**src/rtl/ras_ckpt.sv**
```systemverilog
// Checkpointed return address stack: circular entry array with snapshot/restore of {tos, count, top}.
// Optional RAS_STATS_EN adds saturating overflow/underflow event counters.
module ras_ckpt #(
  parameter int unsigned ADDR_W = 48,
  parameter int unsigned DEPTH  = 8,
  parameter int unsigned NCKPT  = 4,
  localparam int unsigned PW = $clog2(DEPTH),
  localparam int unsigned CW = $clog2(DEPTH + 1),
  localparam int unsigned IW = (NCKPT > 1) ? $clog2(NCKPT) : 1
) (
  input  logic              clk,
  input  logic              reset,
  input  logic              push,
  input  logic              pop,
  input  logic [ADDR_W-1:0] push_data,
  output logic [ADDR_W-1:0] top_data,
  output logic              top_valid,
  output logic [CW-1:0]     count,
  output logic              overflow,
  output logic              underflow,
`ifdef RAS_STATS_EN
  output logic [15:0]       ovf_events,
  output logic [15:0]       unf_events,
`endif
  input  logic              ckpt_save,
  input  logic [IW-1:0]     ckpt_save_idx,
  input  logic              ckpt_restore,
  input  logic [IW-1:0]     ckpt_restore_idx
);

  logic [ADDR_W-1:0] stk [DEPTH];
  logic [PW-1:0]     tos_q, tos_d;
  logic [CW-1:0]     count_q, count_d;
  logic              ovf_q, ovf_d, unf_q, unf_d;

  logic [PW-1:0]     ck_tos_q [NCKPT];
  logic [CW-1:0]     ck_cnt_q [NCKPT];
  logic [ADDR_W-1:0] ck_top_q [NCKPT];

  logic              wr_en;
  logic [PW-1:0]     wr_idx;
  logic [ADDR_W-1:0] wr_data;
  logic [ADDR_W-1:0] save_top;

  always_comb begin
    tos_d   = tos_q;
    count_d = count_q;
    ovf_d   = 1'b0;
    unf_d   = 1'b0;
    wr_en   = 1'b0;
    wr_idx  = tos_q;
    wr_data = push_data;
    if (ckpt_restore) begin
      // Rewrite the saved top so a wrong-path replace/push over it is undone.
      tos_d   = ck_tos_q[ckpt_restore_idx];
      count_d = ck_cnt_q[ckpt_restore_idx];
      wr_en   = 1'b1;
      wr_idx  = ck_tos_q[ckpt_restore_idx];
      wr_data = ck_top_q[ckpt_restore_idx];
    end else if (push && pop && (count_q != '0)) begin
      wr_en = 1'b1;
    end else if (push) begin
      tos_d  = tos_q + 1'b1;
      wr_en  = 1'b1;
      wr_idx = tos_q + 1'b1;
      if (count_q == CW'(DEPTH)) begin
        ovf_d = 1'b1;
      end else begin
        count_d = count_q + 1'b1;
      end
    end else if (pop) begin
      if (count_q != '0) begin
        tos_d   = tos_q - 1'b1;
        count_d = count_q - 1'b1;
      end else begin
        unf_d = 1'b1;
      end
    end
  end

  // Every write lands on tos_d, so the post-update top is the write data when writing.
  assign save_top = wr_en ? wr_data : stk[tos_d];

  always_ff @(posedge clk) begin
    if (wr_en && !reset) begin
      stk[wr_idx] <= wr_data;
    end
  end

  always_ff @(posedge clk) begin
    if (reset) begin
      tos_q   <= PW'(DEPTH - 1);
      count_q <= '0;
      ovf_q   <= 1'b0;
      unf_q   <= 1'b0;
    end else begin
      tos_q   <= tos_d;
      count_q <= count_d;
      ovf_q   <= ovf_d;
      unf_q   <= unf_d;
    end
  end

  always_ff @(posedge clk) begin
    if (reset) begin
      for (int i = 0; i < int'(NCKPT); i++) begin
        ck_tos_q[i] <= PW'(DEPTH - 1);
        ck_cnt_q[i] <= '0;
        ck_top_q[i] <= '0;
      end
    end else if (ckpt_save) begin
      ck_tos_q[ckpt_save_idx] <= tos_d;
      ck_cnt_q[ckpt_save_idx] <= count_d;
      ck_top_q[ckpt_save_idx] <= save_top;
    end
  end

  assign top_valid = (count_q != '0);
  assign top_data  = top_valid ? stk[tos_q] : '0;
  assign count     = count_q;
  assign overflow  = ovf_q;
  assign underflow = unf_q;

`ifdef RAS_STATS_EN
  logic [15:0] ovf_cnt_q, unf_cnt_q;

  always_ff @(posedge clk) begin
    if (reset) begin
      ovf_cnt_q <= '0;
      unf_cnt_q <= '0;
    end else begin
      if (ovf_d && (ovf_cnt_q != 16'hFFFF)) ovf_cnt_q <= ovf_cnt_q + 16'd1;
      if (unf_d && (unf_cnt_q != 16'hFFFF)) unf_cnt_q <= unf_cnt_q + 16'd1;
    end
  end

  assign ovf_events = ovf_cnt_q;
  assign unf_events = unf_cnt_q;
`endif

endmodule

```
**config.mk**
```make
export PLATFORM = sky130hd
export DESIGN_NAME = ras_ckpt
export DESIGN_NICKNAME = d
export VERILOG_FILES = /design/src/rtl/ras_ckpt.sv
export SDC_FILE = /design/constraint.sdc
export NUM_CORES = 1
export LEC_CHECK = 0
export CAP_MARGIN = 20
export CORE_MARGIN = 3
export CORE_UTILIZATION = 30
export DETAILED_ROUTE_END_ITERATION = 16
export RECOVER_POWER = 50
export SYNTH_ARGS = -nofsm -noshare
export SYNTH_HDL_FRONTEND = slang
export SYNTH_SLANG_ARGS = --single-unit
```
**constraint.sdc**
```tcl
create_clock -name clk -period 6.45 [get_ports clk]
set_input_delay 1.29 -clock clk [delete_from_list [all_inputs] [get_ports clk]]
set_output_delay 1.29 -clock clk [all_outputs]
set_load 0.005 [all_outputs]
```
Word level (Yosys, flattened, before mapping)
Memory sizes are Yosys's and may differ from the RTL's. A register that Yosys moved wholly into a read port is not among the register bits.
Cells that the tools add are included.
{ "totals": {"regBits": 9, "mem_bits_rw": 604, "input_bits": 58, "out_inout_bits": 55, "word_cells": 64, "n_memories": 4} }
{ "memory_table": {"columns": ["memory", "words", "word_bits", "rd", "rd_ports_with_merged_regs", "wr", "line", "text"], "rows": [
  ["stk", 8, 48, 2, 1, 1, "31", "logic [ADDR_W-1:0] stk [DEPTH];"],
  ["ck_top_q", 4, 48, 1, 0, 4, "38", "logic [ADDR_W-1:0] ck_top_q [NCKPT];"],
  ["ck_cnt_q", 4, 4, 1, 0, 4, "37", "logic [CW-1:0] ck_cnt_q [NCKPT];"],
  ["ck_tos_q", 4, 3, 1, 0, 4, "36", "logic [PW-1:0] ck_tos_q [NCKPT];"]
]} }
{ "op_classes": {"addsub": 4, "eq_ne": 1, "muxes": 39, "n_bitwise": 2, "reduce_logical": 10} }
{ "op_table": {"columns": ["cell", "n"], "rows": [
  ["2-to-1 mux 48 bit", 4],
  ["OR reduction 48 bit", 1],
  ["2-to-1 mux 3 bit", 10],
  ["2-to-1 mux 4 bit", 7],
  ["2-to-1 mux 1 bit", 15],
  ["OR reduction 4 bit", 2],
  ["2-to-1 mux 2 bit", 3],
  ["OR reduction 5 bit", 1],
  ["adder 4 x 1 -> 4 bit (second input constant)", 1],
  ["equality test 4 bit (second input constant)", 1],
  ["nonzero test 4 bit", 1],
  ["subtractor 4 x 1 -> 4 bit (second input constant)", 1],
  ["adder 3 x 1 -> 3 bit (second input constant)", 1],
  ["logical AND 1 bit", 3],
  ["OR reduction 3 bit", 1],
  ["subtractor 3 x 1 -> 3 bit (second input constant)", 1],
  ["inverter 1 bit", 2],
  ["zero test 1 bit", 1]
]} }

Depth between registers and ports, before layout
Gate-level depths: netlist of run 1.
An unclocked memory read counts as a cell.
{ "logic_depth": {"word_depth": 9, "ltp_mapped": 14, "ltp_nobuf": 9} }

Worst setup path after synthesis of run 1
OpenSTA, ideal clock, no wires.
{ "synth_path": {"kind": "input-to-reg", "startpoint": "in pop", "endpoint": "mem stk[1][0], enable pin", "setup_time_ps": 513, "arrival_ps": 5722, "required_ps": 5937, "slack_ps": 215, "stages": 7, "path_buffers": 2, "path_cell_list": "clkbuf_1 > clkbuf_1 > nand2_1 > nand2_1 > mux2i_1 > a21oi_1 > nor3_1"} }
{ "synth_via": {"elab_chain_len": 7} }
{ "synth_rtl": {"columns": ["element", "line", "text"], "rows": [
  ["start, declared", "14", "input logic pop,"],
  ["logical AND 1 bit * (2 in a row)", "60", "end else if (push && pop && (count_q != '0)) begin"],
  ["2-to-1 mux 1 bit", "60", null],
  ["2-to-1 mux 1 bit", "53", "if (ckpt_restore) begin"],
  ["logical AND 1 bit", "85", "if (wr_en && !reset) begin"],
  ["2-to-1 mux 1 bit", "85", null],
  ["2-to-1 mux 1 bit (implied by the code)", "86", "stk[wr_idx] <= wr_data;"],
  ["end, declared", "31", null]
]} }
Every way passes the cells marked *; elsewhere a longest branch is shown, timed or not.

==> metrics, run 1 <==
status=finished with violations; violated checks=max-capacitance violations, max-slew violations; Layout area overhead=14.5%; dominant synthesized flop cell=edfxtp_1; Mean Syn Cell Area=13.9 sq um; DR vias/cell=5.61; CTS tree=yes; worst hold path type=flip-flop to flip-flop; Max FO, Critical Path=37; R2R Setup Slk=2140 ps; # H-tree levels=2; Hold Violations, Final=0; max cap viols=6; Cell Chain, Critical Path=dlygate4sd3_1, clkbuf_1, nand2b_1, nor2_1, nand2_1, nand2b_1, clkbuf_2; Tightest Pin Transition=3030 ps; die area=0.109 sq mm; EDFF count, synth=604; multi-input logic area=0.0126 sq mm; leading cell type in the layout, fill and taps excluded=edfxtp_1; critical path arrival=5780 ps; Synth Warn #=0; layout cells sized above 1=19.0%; Crit path buffers/inverters=3; I/O Buffers=112; Vert. Die Dim=331 um; top post-synthesis cells by area=edfxtp_1 (57%), mux4_2 (11%), nand2_1 (4.3%); Crit-path slowest cell=nand2b_1; Final nets=2369; TritonRoute pass-1 iters=6; Die X-Extent=331 um; TritonCTS Buffers=59; most frequent CP cell=nand2b_1; gr ovfl total=0; most frequent cells in the layout=edfxtp_1 (604), nand2_1 (363), a21oi_1 (242); ys async rst share=0%; cts repair resizes=0; Final Slew Violations=224; initial antenna violation count=4; final setup vio count=0; crit share post-route=85.5%; clk root buf=clkbuf_16; sequential area share after synthesis=57.8%; Lkg Pwr=11.5 nW; Post-DRT Antenna Nets=0; WL final=94.9 mm; Final Util=34.8%; Power Density=272 mW/mm^2; num ports=113; gr usage total=17.1%; Filler cells=9962; clk buf depth=3; Max Freq=0.181 GHz; postcts setup bufs=0; CP delay by family, top=simple AND/OR/NAND/NOR gates; largest net degree at the start of global routing=69; Initial Utilization=30.4%; Cell variety after synth=60; worst vdd ir=0.215 mV; relative slew slack=-102%; Period minus WS final=5520 ps; global-route wire length before repair=141 mm; non-filler instance count after layout=3738; net count after synthesis=2347; DR iter-0 viols=2168; CP peak stage delay=1930 ps; Mapped Area=0.0317 sq mm; unrepaired setup endpoints after global routing=false; vias in the first global route=21140; Remaining DRCs=0; worst-skew pair later-pin latency=650 ps; Reg area=0.0183 sq mm; clk slew on worst S/H paths=60 ps; clk sinks=613; core area=0.104 sq mm; # rows=118; hpwl dp=55.2 mm; WS Path Type=input port to flip-flop; Seq cells post-synth=613; Critical Path RT=6720 ps; wire per inst=25.4 um; Setup crit start kind=input port; Placed Instances=3626; Hold-fix buffers, CTS=0; global placement routability congestion=0.773; cell count after synthesis=2285; clk_skew=27.6 ps; Yosys top cell by area=edfxtp_1; total negative slack=0 ps; via count=20986; post-synth top area share=57.3%; Setup crit end kind=flip-flop
==> Yosys cell counts (3+ instances only) <==
library cell,instances
ha_1,4
buf_2,17
inv_1,8
clkbuf_1,153
a2bb2oi_1,48
a2111oi_2,4
buf_6,7
o211ai_1,3
dfxtp_1,9
nand3b_1,3
edfxtp_1,604
mux2_4,43
nor3b_1,3
mux2_1,25
mux2i_1,3
mux4_2,151
nor2b_1,5
xnor2_1,4
a2111oi_4,43
buf_1,30
nand4_1,95
a21oi_1,242
nand2_1,364
or2_2,3
a31oi_1,5
buf_4,5
and2_1,3
nand3_1,4
o211a_1,3
o31ai_1,94
or3_1,3
nor3_1,11
nand2b_1,8
nor4_1,3
o21ai_0,5
mux2_2,76
nor2_1,72
a211oi_1,96
==> logic make-up (layout without fill, tap and decap cells) <==
group                    Yosys count  count (layout)  synth area share, %
AO/OA/AOI/OAI                    558             558                 14.3
XOR/XNOR                           4               4                0.111
adder cells (fa/ha/maj)            4               4                0.158
buffers and inverters            224             294                 2.95
flip-flops                       613             613                 57.8
multiplexers                     298             298                 16.5
other                              0               3                    0
AND/OR/NAND/NOR                  584             584                 8.14
==> final timing paths <==
check | cells after the start | endpoint | from
max | 7 | ck_top_q[2][31] | reset
min | 2 | overflow | count[3]
max reg2reg | 9 | ck_top_q[0][36] | tos_q[0]
min reg2reg | 2 | overflow | count[3]
==> stage by stage <==
step / total power, mW / setup slack, ps / instance area, sq um / hold slack [ps]
after floorplan: 5.80 / 215 / 31700 / 608
after global placement: 6.45 / 1510 / 34400 / 655
after detailed placement: 6.46 / 1470 / 34400 / 640
after CTS: 9.90 / 1450 / 36300 / 656
after global routing: 10.2 / 679 / 36200 / 685
final: 9.84 / 932 / 36200 / 654
==> flip-flops by register name, indices dropped and copies added (netlist names) <==
register and cells:
ck_cnt_q 16, ck_top_q 192, ck_tos_q 12, count 4, overflow 1, stk 384
tos_q 3, underflow 1
==> per-layer routing <==
metal | track usage [%] | up-vias | part of all wire, %
li1 | - | 9150 | -
met5 | 0 | - | 0.013
met1 | 22.4 | 10742 | 41
met2 | 28.5 | 917 | 48
met3 | 2.68 | 175 | 7.2
met4 | 6.27 | 2 | 3.1
==> worst register-to-register path, cell delays in order (launching register included) <==
cell and delay (ps):
dfxtp_4 920, inv_1 160, ha_1 370, nor2_1 270, o2111a_4 810, buf_4 510
o31ai_1 140, a211oi_1 660, a2111oi_4 150, a21oi_1 190
==> power by group <==
part / total (mW) / internal [mW] / leakage [nW] / switching (mW)
Combinational: 1.70 / 0.647 / 4.77 / 1.05
Clock: 3.48 / 1.94 / 0.929 / 1.54
Sequential: 4.67 / 4.59 / 5.82 / 0.0778
Total: 9.84 / 7.18 / 11.5 / 2.66
==> layout make-up <==
type | count | share of cell area [%]
timing repair buffer | 174 | 4.67
clock buffer | 70 | 4.25
inverter | 11 | 0.114
multi-input combinational | 1448 | 34.6
antenna | 3 | 0.0207
tap | 1380 | 4.76
sequential | 613 | 50.6
clock inverter | 39 | 0.994
(Power assumes the default switching activity.)
==> run 2: changes to the inputs <==
DONT_BUFFER_PORTS = 1   (was unset)
==> run 2 against run 1 <==
Net effect: the flow still finishes with violations (max-capacitance violations, max-slew violations); worst setup slack improved by 52 ps; final area fell by 3.8%; die area unchanged; count of clock-buffer cells in the layout up 1; wire length increased by 2.6%; non-clock buffer count down 125; register-to-register slack lost 20 ps; combinational power down 12%; critical path type unchanged; largest power group unchanged.
==> metrics, run 2 (synthesis gave the netlist of run 1 again) <==
status=finished with violations; violated checks=max-capacitance violations, max-slew violations; WS Path Type=input port to flip-flop; Setup crit end kind=flip-flop; Final nets=2243 (-5.3%); placed cell area=0.0332 sq mm (-3.6%); relative slew slack=-107% (-4.6 points); clk_skew=16.5 ps (-11.1 ps); unrepaired setup endpoints after global routing=false; total negative slack=0 ps (unchanged); final setup vio count=0 (unchanged); max reg flops=384 (unchanged); Die X-Extent=331 um (unchanged); Period minus WS final=5470 ps (-52.5 ps); initial antenna violation count=8 (+4); worst hold path type=flip-flop to flip-flop; die area=0.109 sq mm (unchanged); Lkg Pwr=10.9 nW (-5.1%); Critical Path RT=6920 ps (+200 ps); wire per inst=26.9 um (+6.1%); clk buf depth=3 (unchanged); CTS tree=yes; Layout area overhead=10.1%; worst-skew pair later-pin latency=640 ps (about the same); via count=21067 (+0.39%); Max Freq=0.183 GHz (+0.96%); Vert. Die Dim=331 um (unchanged); Setup crit start kind=input port; Remaining DRCs=0 (unchanged); gr ovfl total=0 (unchanged); I/O Buffers=0 (-100%); Tightest Pin Transition=3100 ps (+69.3 ps); Final Slew Violations=242 (+8.0%); final non-filler cell area=0.0349 sq mm (-3.8%); Hold-fix buffers, CTS=0 (unchanged); postcts setup bufs=0 (unchanged); layout cells sized above 1=19.0% (about the same); # rows=118 (unchanged); TritonRoute pass-1 iters=5 (-1); core area=0.104 sq mm (unchanged); Initial Utilization=30.4% (unchanged); clk sinks=613 (unchanged); R2R Setup Slk=2120 ps (-20 ps); hpwl dp=54.9 mm (-0.48%); vias in the first global route=21954 (+3.9%); DR iter-0 viols=2040 (-5.9%); gr usage total=17.5% (+0.41 points); pre-CTS setup slack=1730 ps (+264 ps); max cap viols=9 (+3); biggest registers after layout=stk (384), ck_top_q (192), ck_cnt_q (16); Post-DRT Antenna Nets=0 (unchanged); Power Density=269 mW/mm^2 (-0.77%); crit share post-route=84.7% (-0.81 points); DR vias/cell=5.83 (+3.8%); Hold Violations, Final=0 (unchanged); clk slew on worst S/H paths=70 ps (about the same); Max FO, Critical Path=109 (+190%); critical path arrival=5930 ps (+150 ps); global-route wire length before repair=144 mm (+2.2%); min setup slack post-route=985 ps (+52.5 ps); cts repair resizes=0 (unchanged); largest net degree at the start of global routing=110 (+59%); # H-tree levels=2 (unchanged); TritonCTS Buffers=58 (-1.7%); num ports=113 (unchanged); most frequent cells in the layout=edfxtp_1 (604), nand2_1 (363), a21oi_1 (242); leading cell type in the layout, fill and taps excluded=edfxtp_1; worst vdd ir=0.204 mV (-4.8%); Top reg by flops=stk; clk root buf=clkbuf_16; global placement routability congestion=0.772 (-0.13%); WL final=97.3 mm (+2.6%)
## run 2: final timing paths
path,start,endpoint,cells past startpoint
worst max register to register,count[0],ck_top_q[1][31],10
worst min-delay path,count[3],overflow,2
worst min register to register,count[3],overflow,2
worst max-delay path,ckpt_restore,ck_top_q[1][39],8
## run 2: worst max-delay path: stages
cell and delay, ps:
inv_1 770, clkbuf_1 1210, o2111a_4 1110, buf_4 390, o31ai_1 120, a211oi_1 610
a2111oi_4 140, a21oi_1 220
## run 2: layout make-up
| type | count | area (sq um) |
|---|---|---|
| repair buffers | 49 | 469 |
| well taps | 1380 | 1730 |
| fillers | 9989 | 69200 |
| clock buffers | 71 | 1520 |
| multi-input cells | 1448 | 12600 |
| clock inverters | 32 | 206 |
| inverters | 11 | 41.3 |
| diodes | 11 | 27.5 |
| flip-flops and latches | 613 | 18300 |
## run 2: routing by layer
metal	up-vias	track usage (%)	wire length, um
met5	-	0	38
met4	6	7.63	4150
met3	285	4.27	8670
met2	1067	30.4	48600
met1	10795	20.5	35900
li1	8914	-	-
## run 2: report_power, final
part | switching (mW) | internal [mW] | leakage, nW
clock network | 1.49 | 1.74 | 0.850
logic | 0.983 | 0.510 | 4.26
registers | 0.0718 | 4.59 | 5.82
total | 2.55 | 6.85 | 10.9
## run 2: through the flow
stage / total power [mW] / hold WS, ps / cells / utilization [%]
final: 9.40 / 640 / 3615 / 33.5
after global routing: 9.71 / 690 / 3608 / 33.5
after CTS: 9.45 / 655 / 3603 / 33.5
after detailed placement: 6.25 / 649 / 3500 / 31.9
after global placement: 6.20 / 650 / 3499 / 31.8
after floorplan: 5.80 / 608 / 2285 / -
==> run 3: changes to the inputs <==
clock period = 4.45 ns   (was 6.45 ns; I/O delays follow)
==> run 3 against run 2 <==
Net effect: the run still ends with max-capacitance violations, max-slew violations left; wire length up 3.0%; sequential share of layout area down 0.56 points; final cell count up 0.41%; non-clock buffer count up 19; worst hold slack worse by 310 ps; register-to-register slack worse by 1600 ps; critical endpoint is now ck_top_q[1][41].
==> metrics, run 3 (synthesis gave the netlist of run 1 again) <==
worst hold path type=input port to flip-flop; Max Freq=0.255 GHz; Lkg Pwr=11.1 nW (+1.6%); worst-skew pair later-pin latency=640 ps (about the same); gr ovfl total=0 (unchanged); clk sinks=613 (unchanged); hpwl dp=55.8 mm (+1.6%); # rows=118 (unchanged); clk buf depth=3 (unchanged); Layout area overhead=11.3%; Tightest Pin Transition=3070 ps (-35.5 ps); DR iter-0 viols=2309 (+13%); via count=21446 (+1.8%); final non-filler cell area=0.0352 sq mm (+1.1%); vias in the first global route=21713 (-1.1%); # H-tree levels=2 (unchanged); final setup vio count=0 (unchanged); leading cell type in the layout, fill and taps excluded=edfxtp_1; WL final=100 mm (+3.0%); max reg flops=384 (unchanged); biggest registers after layout=stk (384), ck_top_q (192), ck_cnt_q (16); Max FO, Critical Path=27 (-75%); total power=13.8 mW (+47%); Cell Chain, Critical Path=inv_1, ha_1, nor3b_4, inv_1, a211oi_1, or3_4, buf_4, mux2_4, a2111oi_4, a21oi_1; violated checks=max-capacitance violations, max-slew violations; wire per inst=27.6 um (+2.6%); initial antenna violation count=4 (-4); critical path arrival=4290 ps (-1640 ps); CP delay by family, top=compound AO/OA/AOI/OAI gates; Hold Violations, Final=0 (unchanged); most frequent CP cell=inv_1; Setup crit start kind=flip-flop; global-route wire length before repair=146 mm (+1.6%); gr usage total=18.0% (+0.52 points); max cap viols=6 (-3); Initial Utilization=30.4% (unchanged); CTS tree=yes; Top reg by flops=stk; postcts setup bufs=0 (unchanged); clk_skew=26.1 ps (+9.56 ps); Post-DRT Antenna Nets=0 (unchanged); Crit-path slowest cell=a211oi_1; Final Util=33.9% (+0.36 points); Crit path buffers/inverters=3 (unchanged); Die X-Extent=331 um (unchanged); DR vias/cell=5.91 (+1.4%); final hold slack=329 ps (-311 ps); Critical Path RT=4820 ps (-2100 ps); WS Path Type=flip-flop to flip-flop; status=finished with violations; die area=0.109 sq mm (unchanged); Final nets=2261 (+0.80%); CP peak stage delay=650 ps (-560 ps); placed cell area=0.0335 sq mm (+1.1%); TritonCTS Buffers=57 (-1.7%); Power Density=392 mW/mm^2 (+45%); Remaining DRCs=0 (unchanged); I/O Buffers=0 (unchanged); Hold-fix buffers, CTS=0 (unchanged); TritonRoute pass-1 iters=8 (+3); non-filler instance count after layout=3630 (+0.41%); global placement routability congestion=0.774 (+0.14%); worst vdd ir=0.330 mV (+61%); crit share post-route=88.3%; core area=0.104 sq mm (unchanged); Period minus WS final=3930 ps; Setup crit end kind=flip-flop; clk slew on worst S/H paths=60 ps (about the same); clk root buf=clkbuf_16; largest net degree at the start of global routing=110 (unchanged); num ports=113 (unchanged); unrepaired setup endpoints after global routing=false; layout cells sized above 1=19.9% (+0.88 points); Placed Instances=3520 (+0.57%); Final Slew Violations=139 (-43%); most frequent cells in the layout=edfxtp_1 (604), nand2_1 (363), a21oi_1 (242); Vert. Die Dim=331 um (unchanged); relative slew slack=-104% (+2.4 points); cts repair resizes=0 (unchanged)
[run 3: cell types whose count changed in the layout (fill, tap and decap cells not counted), moves of 2 or more]
| cell | change |
|---|---|
| nor3_4 | +3 |
| diode_2 | -7 |
| buf_4 | +5 |
| nor3_2 | -3 |
| clkbuf_2 | +2 |
| clkbuf_8 | +3 |
| clkinv_2 | -2 |
| buf_12 | +14 |
[run 3: path summary, 6_finish.rpt]
path,cells past startpoint,slack [ps],endpoint,start
setup / recovery,10,520,ck_top_q[1][41],count[0]
setup reg to reg,10,520,ck_top_q[1][41],count[0]
hold reg to reg,2,670,overflow,count[3]
hold / removal,1,330,count[1],reset
[run 3: report_power, final]
part	switching [mW]	internal, mW
clock network	2.16	2.64
logic	1.48	0.782
registers	0.0864	6.66
[run 3: cell type report]
type	count	area, sq um
Fill cell	9940	68800
Clock buffer	75	1570
Antenna cell	4	10.0
Inverter	11	41.3
Timing Repair Buffer	68	766
Clock inverter	31	226
Tap cell	1380	1730
Multi-Input combinational cell	1448	12600
Sequential cell	613	18300
[run 3: routing by layer]
metal,share of wire [%],vias to the layer above,GRT usage (%)
met2,49,1159,30.7
li1,-,8945,-
met1,38,11043,22.1
met3,9.1,293,3.99
met5,0.041,-,0
met4,4.0,6,7.21
[run 3: metrics by stage]
step	TNS [ps]	setup WS (ps)
global placement	0	644
CTS	0	571
floorplan	-32070	-128
finish	0	522
global route	0	300
detailed placement	0	544
